--- src/rtl/mem_arb_pkg.sv ---
// Shared types and constants for the single-port memory arbiter.
// Owner encoding doubles as the datapath 2:1 select value.
package mem_arb_pkg;

  localparam int unsigned ADDR_W = 32;
  localparam int unsigned DATA_W = 32;
  localparam int unsigned CNT_W  = 4;

  localparam logic SRC_IF = 1'b0;
  localparam logic SRC_DM = 1'b1;

  typedef enum logic [1:0] {
    IDLE    = 2'd0,
    BUSY_IF = 2'd1,
    BUSY_DM = 2'd2
  } arb_state_e;

endpackage

--- src/rtl/arb_starve_cnt.sv ---
// Saturating starvation counter: counts DM wins while IF is waiting.
// Clear has priority over increment; the count sticks at Limit.
module arb_starve_cnt
  import mem_arb_pkg::*;
#(
  parameter int unsigned Limit = 4
) (
  input  logic clk,
  input  logic rst_n,
  input  logic inc_i,
  input  logic clr_i,
  output logic at_limit_o
);

  localparam logic [CNT_W-1:0] LimitCnt = CNT_W'(Limit);

  logic [CNT_W-1:0] cnt_q, cnt_d;

  always_comb begin
    cnt_d = cnt_q;
    if (clr_i) begin
      cnt_d = '0;
    end else if (inc_i && (cnt_q != LimitCnt)) begin
      cnt_d = cnt_q + 1'b1;
    end
  end

  always_ff @(posedge clk or negedge rst_n) begin
    if (!rst_n) begin
      cnt_q <= '0;
    end else begin
      cnt_q <= cnt_d;
    end
  end

  assign at_limit_o = (cnt_q == LimitCnt);

endmodule

--- src/rtl/mem_port_arbiter.sv ---
// Arbitrates the fetch (IF) and mem-stage (DM) requesters onto one memory port,
// one access outstanding at a time; DM has priority unless IF has been starved.
module mem_port_arbiter
  import mem_arb_pkg::*;
#(
  parameter int unsigned STARVE_MAX = 4
) (
  input  logic              clk,
  input  logic              rst_n,
  input  logic              if_req,
  input  logic [ADDR_W-1:0] if_addr,
  output logic              if_gnt,
  output logic              if_rvalid,
  output logic [DATA_W-1:0] if_rdata,
  input  logic              dm_req,
  input  logic              dm_we,
  input  logic [ADDR_W-1:0] dm_addr,
  input  logic [DATA_W-1:0] dm_wdata,
  output logic              dm_gnt,
  output logic              dm_rvalid,
  output logic [DATA_W-1:0] dm_rdata,
  output logic              mem_en,
  output logic              mem_we,
  output logic [ADDR_W-1:0] mem_addr,
  output logic [DATA_W-1:0] mem_wdata,
  input  logic [DATA_W-1:0] mem_rdata,
  input  logic              mem_ready,
  output logic              src_sel
);

  arb_state_e        state_q, state_d;
  logic [ADDR_W-1:0] addr_q, addr_d;
  logic [DATA_W-1:0] wdata_q, wdata_d;
  logic              we_q, we_d;
  logic              src_sel_q, src_sel_d;
  logic              grant_if, grant_dm;
  logic              starve_inc, starve_clr, starve_at_limit;

  arb_starve_cnt #(
    .Limit(STARVE_MAX)
  ) u_starve_cnt (
    .clk       (clk),
    .rst_n     (rst_n),
    .inc_i     (starve_inc),
    .clr_i     (starve_clr),
    .at_limit_o(starve_at_limit)
  );

  always_comb begin
    state_d    = state_q;
    addr_d     = addr_q;
    we_d       = we_q;
    wdata_d    = wdata_q;
    src_sel_d  = src_sel_q;
    grant_if   = 1'b0;
    grant_dm   = 1'b0;
    starve_inc = 1'b0;
    starve_clr = 1'b0;
    if_rvalid  = 1'b0;
    if_rdata   = '0;
    dm_rvalid  = 1'b0;
    dm_rdata   = '0;
    mem_en     = 1'b0;
    mem_we     = 1'b0;
    mem_addr   = '0;
    mem_wdata  = '0;

    unique case (state_q)
      IDLE: begin
        // Grants are gated by rst_n so nothing is accepted while reset is held.
        grant_if   = rst_n && if_req && (!dm_req || starve_at_limit);
        grant_dm   = rst_n && dm_req && !grant_if;
        starve_clr = grant_if || !if_req;
        starve_inc = grant_dm && if_req;
        if (grant_if) begin
          addr_d    = if_addr;
          we_d      = 1'b0;
          wdata_d   = '0;
          src_sel_d = SRC_IF;
          state_d   = BUSY_IF;
        end else if (grant_dm) begin
          addr_d    = dm_addr;
          we_d      = dm_we;
          wdata_d   = dm_wdata;
          src_sel_d = SRC_DM;
          state_d   = BUSY_DM;
        end
      end
      BUSY_IF, BUSY_DM: begin
        mem_en    = 1'b1;
        mem_we    = we_q;
        mem_addr  = addr_q;
        mem_wdata = wdata_q;
        if (mem_ready) begin
          state_d = IDLE;
          if (state_q == BUSY_IF) begin
            if_rvalid = 1'b1;
            if_rdata  = mem_rdata;
          end else begin
            dm_rvalid = 1'b1;
            dm_rdata  = we_q ? '0 : mem_rdata;
          end
        end
      end
      default: state_d = IDLE;
    endcase
  end

  always_ff @(posedge clk or negedge rst_n) begin
    if (!rst_n) begin
      state_q   <= IDLE;
      addr_q    <= '0;
      we_q      <= 1'b0;
      wdata_q   <= '0;
      src_sel_q <= SRC_IF;
    end else begin
      state_q   <= state_d;
      addr_q    <= addr_d;
      we_q      <= we_d;
      wdata_q   <= wdata_d;
      src_sel_q <= src_sel_d;
    end
  end

  assign if_gnt  = grant_if;
  assign dm_gnt  = grant_dm;
  assign src_sel = src_sel_q;

endmodule

--- config.mk ---
export PLATFORM = sky130hd
export DESIGN_NAME = mem_port_arbiter
export DESIGN_NICKNAME = d
export VERILOG_FILES = /design/src/rtl/mem_arb_pkg.sv /design/src/rtl/arb_starve_cnt.sv /design/src/rtl/mem_port_arbiter.sv
export SDC_FILE = /design/constraint.sdc
export NUM_CORES = 1
export LEC_CHECK = 0
export ABC_AREA = 1
export BUFFER_PORTS_ARGS = -buffer_cell sky130_fd_sc_hd__buf_4
export CAP_MARGIN = 0
export CORE_UTILIZATION = 39
export CTS_CLUSTER_SIZE = 10
export DETAILED_ROUTE_END_ITERATION = 10
export PLACE_DENSITY = 0.77
export REMOVE_ABC_BUFFERS = 1
export SYNTH_ARGS = -nofsm -noshare
export SYNTH_HDL_FRONTEND = slang
export SYNTH_SLANG_ARGS = --single-unit
export TNS_END_PERCENT = 5
--- constraint.sdc ---
create_clock -name clk -period 1.6 [get_ports clk]
set_input_delay 0.24 -clock clk [delete_from_list [all_inputs] [get_ports clk]]
set_output_delay 0.24 -clock clk [all_outputs]
set_load 0.01 [all_outputs]
Word level (Yosys, flattened, before mapping)
Index checks and enable logic that the tools add are counted.

Add/sub/neg operators: 1. Eq/ne operators: 6. Muxes and demuxes: 35. Reduce and logical (&&, ||, !) cells: 17.

Operator list (number): 32-bit 2-to-1 mux (13); 1-bit 2-to-1 mux (16); 4-bit 2-to-1 mux (2); 1-bit logical AND (6); 2-bit 2-to-1 mux (3); 4-bit by 1-bit adder with 4-bit output, second input constant (1); 4-bit by 3-bit == test with 1-bit output, second input constant (1); 4-bit by 3-bit inequality test with 1-bit output, second input constant (1); 2-bit case mux with 2 select lines (1); 2-bit AND reduction (2); 2-bit nonzero test (2); 1-bit logical NOT (3); 3-bit inequality test, second input constant (1); 2-bit by 1-bit == test with 1-bit output, second input constant (1); 2-bit == test, second input constant (1); 2-bit logical NOT (1); 1-bit logical OR (2); 2-bit inequality test, second input constant (1); 2-bit OR reduction (1).

Flip-flop bits (word level): 72. Input bits: 134. Output and inout bits: 135. Logic and storage cells: 65.

Longest topological paths before layout
Depth in word-level cells: 10. Gate-level depth with buffers: 10. Mapped depth without buffers: 9.

Hierarchy
From an unflattened synthesis, not the netlist that was laid out.

Cell total of the unflattened synthesis: 728. Area total of the unflattened synthesis: 4553.1 sq um.

By module, submodules not included: mem_port_arbiter (instances 1, cells an instance 696, area each 4300.4 sq um, seq. area each 1701.6 sq um); arb_starve_cnt (instances 1, cells an instance 32, area each 252.7 sq um, seq. area each 100.1 sq um).

Worst setup path before layout
Ideal clock, no wire load.

Kind: register to output. Start point: reg state_q[0]. End point: out dm_rdata[10]. Arrival time: 1577 ps. Slack: -217 ps. Cell stages (with the launch flop): 8. Cells stage by stage: dfrtp_1 > inv_1 > ha_1 > nand2_1 > nor2_1 > nand2_1 > clkbuf_1 > nor2_1.

Word-level cells in the longest chain between the ends: 4.

RTL lines: from (decl) (line mem_port_arbiter.sv:31) `arb_state_e state_q, state_d;`; from (signal assigned) (line mem_port_arbiter.sv:117) `state_q <= state_d;`; 2-bit by 1-bit == test with 1-bit output (line mem_port_arbiter.sv:68, mem_port_arbiter.sv:96); 32-bit 2-to-1 mux (line mem_port_arbiter.sv:96) `if (state_q == BUSY_IF) begin`; 32-bit 2-to-1 mux (line mem_port_arbiter.sv:94) `if (mem_ready) begin`; 32-bit 2-to-1 mux (*) (line mem_port_arbiter.sv:68) `unique case (state_q)`; to (decl) (line mem_port_arbiter.sv:21) `output logic [DATA_W-1:0] dm_rdata,`.

Mark *: on every way between the ends. The rest lies on a longest branch, timed or not.

Worst setup path after layout
Start point: reg state_q[1]. End point: out dm_rdata[27].

Same word-level chain as after synthesis.

==> metrics <==
Unique masters post-synth 19; min-delay src dm_wdata[9]; reg-to-reg startpoint u_starve_cnt.cnt_q[0]; # diodes 0; failing checks negative setup slack; Crit path required time 1.36 ns; Adder-Cell Fraction of Synth Area 0.0117; CP most frequent cell nand2_4; Synth Area in XOR/XNOR 0.00409; CP Capture Type output pin; Leakage Power 4.59 nW; first-pass GRT wire length 21,500 µm; CP Class flip-flop to output pin; row count 37; crit path cell chain inv_2 > ha_4 > nand2_4 > nor2_4 > nand2_4 > buf_6 > nor2_1 > buf_4; TritonCTS Buffers 9; Placed Cells 1,077; Critical Path Fanout Max 8; Hold Crit Class input port to flip-flop; Worst Clk Skew ~0.017 ns; vias in the first global route 4,529; total wire length 14,500 µm; Hold Violations, Final 0; max_slew headroom 0.486; critical path's slowest cell dfrtp_1; fill count 949; core footprint ~10,000 µm²; Avg Synthesized Cell Area 6.28 µm²; final worst slack -0.426 ns; via count 5,011; Clock Sinks between 70 and 80; Vias/cell 4.56; status finished with violations; Tot Pwr 10.1 mW; Residual DRC 0; fin. max-slew vios 0; io pins 269; pin count of the biggest net entering global routing 62; die area 11,400 µm²; number of synthesized register bits 72; Post-Syn Instances 682; chip width 107 µm; final non-filler cell total roughly 1,100; total track usage 0.240; chip height between 100 and 150 µm; CP Data Arrival Time around 1.8 ns; Setup crit start state_q[1]; Initial Utilization 0.409; Port Buffers 268; H-tree depth 3; post-route minimum period 2.03 ns; Iteration-0 DRC Markers roughly 220; multi-input logic area 2100 µm²; Crit path max-delay family simple AND/OR/NAND/NOR gates; routed len/inst 13.2 µm; sequential area share after synthesis 0.421; max-cap violation count 0; later-pin clock latency in the skew report ~0.35 ns; Pre-antenna DRT Iters 4; TNS Setup -37.45 ns; register area 1800 µm²; fin nets 1,095; largest family of logic cells by synthesized area simple AND/OR/NAND/NOR gates; Worst Path Buf+Inv 3; maximum clock rate 494 MHz; RD Place Congestion 0.801; initial antenna violation count 0; Final HPWL DP 10,500 µm; PwrDens 1420 nW/µm²; Synth Area in Compound Gates 0.00876; reg-to-reg slack, setup roughly 0.08 ns; clock buffer depth 2; mapped cell area 4280 µm²; P&R area growth vs syn 66.2%; Worst-path clk slew 0.09 ns; Peak VDD IR 0.000672 V; clock root cell clkbuf_8; setup violators final 133; yosys warns 0; CP max stage delay about 0.37 ns; Setup crit start kind flip-flop; fin crit share 1.27; pre-CTS setup slack -0.0796 ns; Hold WS 0.0763 ns; RSZ-0062 raised after global routing yes; total grt overflow 0; Synth Area in Simple Gates 0.413; layout cells sized above 1 0.380; Post-DRT Antenna Nets 0; CTS tree built; slew of the pin with the lowest slew margin a little under 0.8 ns; post-synthesis mux area share 0
-- worst reg2reg max path, stage by stage, from the launching register on --
cell and delay, ns:
dfrtp_1 0.42, inv_2 0.07, ha_1 0.16, nand3_2 0.11, nand2_4 0.14, nand2_4 0.08
nand2_2 0.08, inv_2 0.07, buf_4 0.17, nand2_1 0.07, nand2_1 0.06
-- routing by layer --
layer | wire length (µm) | part of all wire | up-vias | track usage
li1 | - | - | 2524 | -
met1 | 5360 | 0.37 | 2253 | 0.267
met2 | 7630 | 0.53 | 204 | 0.445
met3 | 1050 | 0.072 | 30 | 0.0523
met4 | 427 | 0.030 | 0 | 0.0900
met5 | 0 | 0 | - | 0
-- cell usage after synthesis --
library cell / instances / area [µm²]
dfrtp_1: 72 / 1800
clkbuf_1: 17 / 63.8
nand4_1: 5 / 31.3
buf_6: 5 / 56.3
buf_1: 3 / 11.3
nor2_1: 68 / 255
buf_2: 6 / 30.0
a21oi_4: 1 / 16.3
nand2_2: 3 / 18.8
o22ai_1: 1 / 6.26
nand2_1: 340 / 1280
buf_4: 4 / 30.0
inv_1: 108 / 405
or2_2: 1 / 6.26
o21ai_0: 3 / 15.0
nand3_1: 36 / 180
ha_1: 4 / 50.1
xor2_1: 2 / 17.5
inv_2: 3 / 11.3
-- area by class of cell --
class | instances | area share
Timing Repair Buffer | 299 | 0.341
Clock inverter | 7 | 0.0109
Sequential cell | 72 | 0.253
Clock buffer | 9 | 0.0174
Inverter | 111 | 0.0585
Tap cell | 136 | 0.0239
Multi-Input combinational cell | 464 | 0.295
-- where the power goes --
group / leakage (nW) / internal, mW / switching, mW
sequential: 0.902 / 2.68 / 0.455
combinational: 3.58 / 2.54 / 2.97
clock: 0.100 / 0.733 / 0.730
total: 4.59 / 5.96 / 4.16
-- logic make-up (layout without fill, tap and decap cells) --
| kind of cell | count (synthesis) | after routing |
|---|---|---|
| XOR/XNOR | 2 | 2 |
| flip-flops | 72 | 72 |
| buffers and inverters | 146 | 426 |
| adder cells (fa/ha/maj) | 4 | 4 |
| AND/OR/NAND/NOR | 453 | 453 |
| AO/OA/AOI/OAI | 5 | 5 |
-- path summary, 6_finish.rpt --
path / depth (start not counted) / end
worst max-delay path: 8 / dm_rdata[27]
worst min-delay path: 3 / wdata_q[9]
max in group asynchronous: 2 / addr_q[0]
worst max register to register: 10 / wdata_q[22]
min in group asynchronous: 2 / u_starve_cnt.cnt_q[0]
worst min register to register: 2 / addr_q[0]
-- through the flow --
stage	util	cell area (µm²)
global route	0.680	7120
finish	0.680	7120
floorplan	-	4090
global placement	0.626	6550
detailed placement	0.626	6550
CTS	0.651	6810
-- registers in the layout (all words and copies together) (netlist names) --
signal and count:
state_q 2, addr_q 32, we_q 1, src_sel 1, wdata_q 32, u_starve_cnt.cnt_q 4
-- placed cells by master, fill, tap and decap left out --
cell	count
nor2_2	16
nand3_1	34
buf_4	271
inv_6	2
o21ai_0	3
clkbuf_16	2
nand2_2	3
ha_4	2
xor2_1	2
nor2_1	36
inv_2	7
dfrtp_1	72
buf_6	19
nor2_4	16
clkinvlp_4	1
clkinv_2	1
dlygate4sd3_1	1
nand3_2	2
ha_1	2
nand4_1	5
nand2_4	4
clkinv_4	2
nand2_1	336
buf_12	6
clkbuf_8	9
or2_2	1
bufinv_16	1
o22ai_1	1
a21oi_4	1
inv_1	104
-- what timing repair did --
| item | CTS | global route |
|---|---|---|
| setup buffers | 1 | 0 |
| gates cloned | 0 | 3 |
| endpoints found under the setup margin | 148 | 192 |
| hold buffers | 1 | 0 |
| resized for setup | 13 | 70 |
| pin swaps | 2 | 6 |
| endpoints found under the hold margin | 11 | 0 |
(Power assumes the default switching activity.)
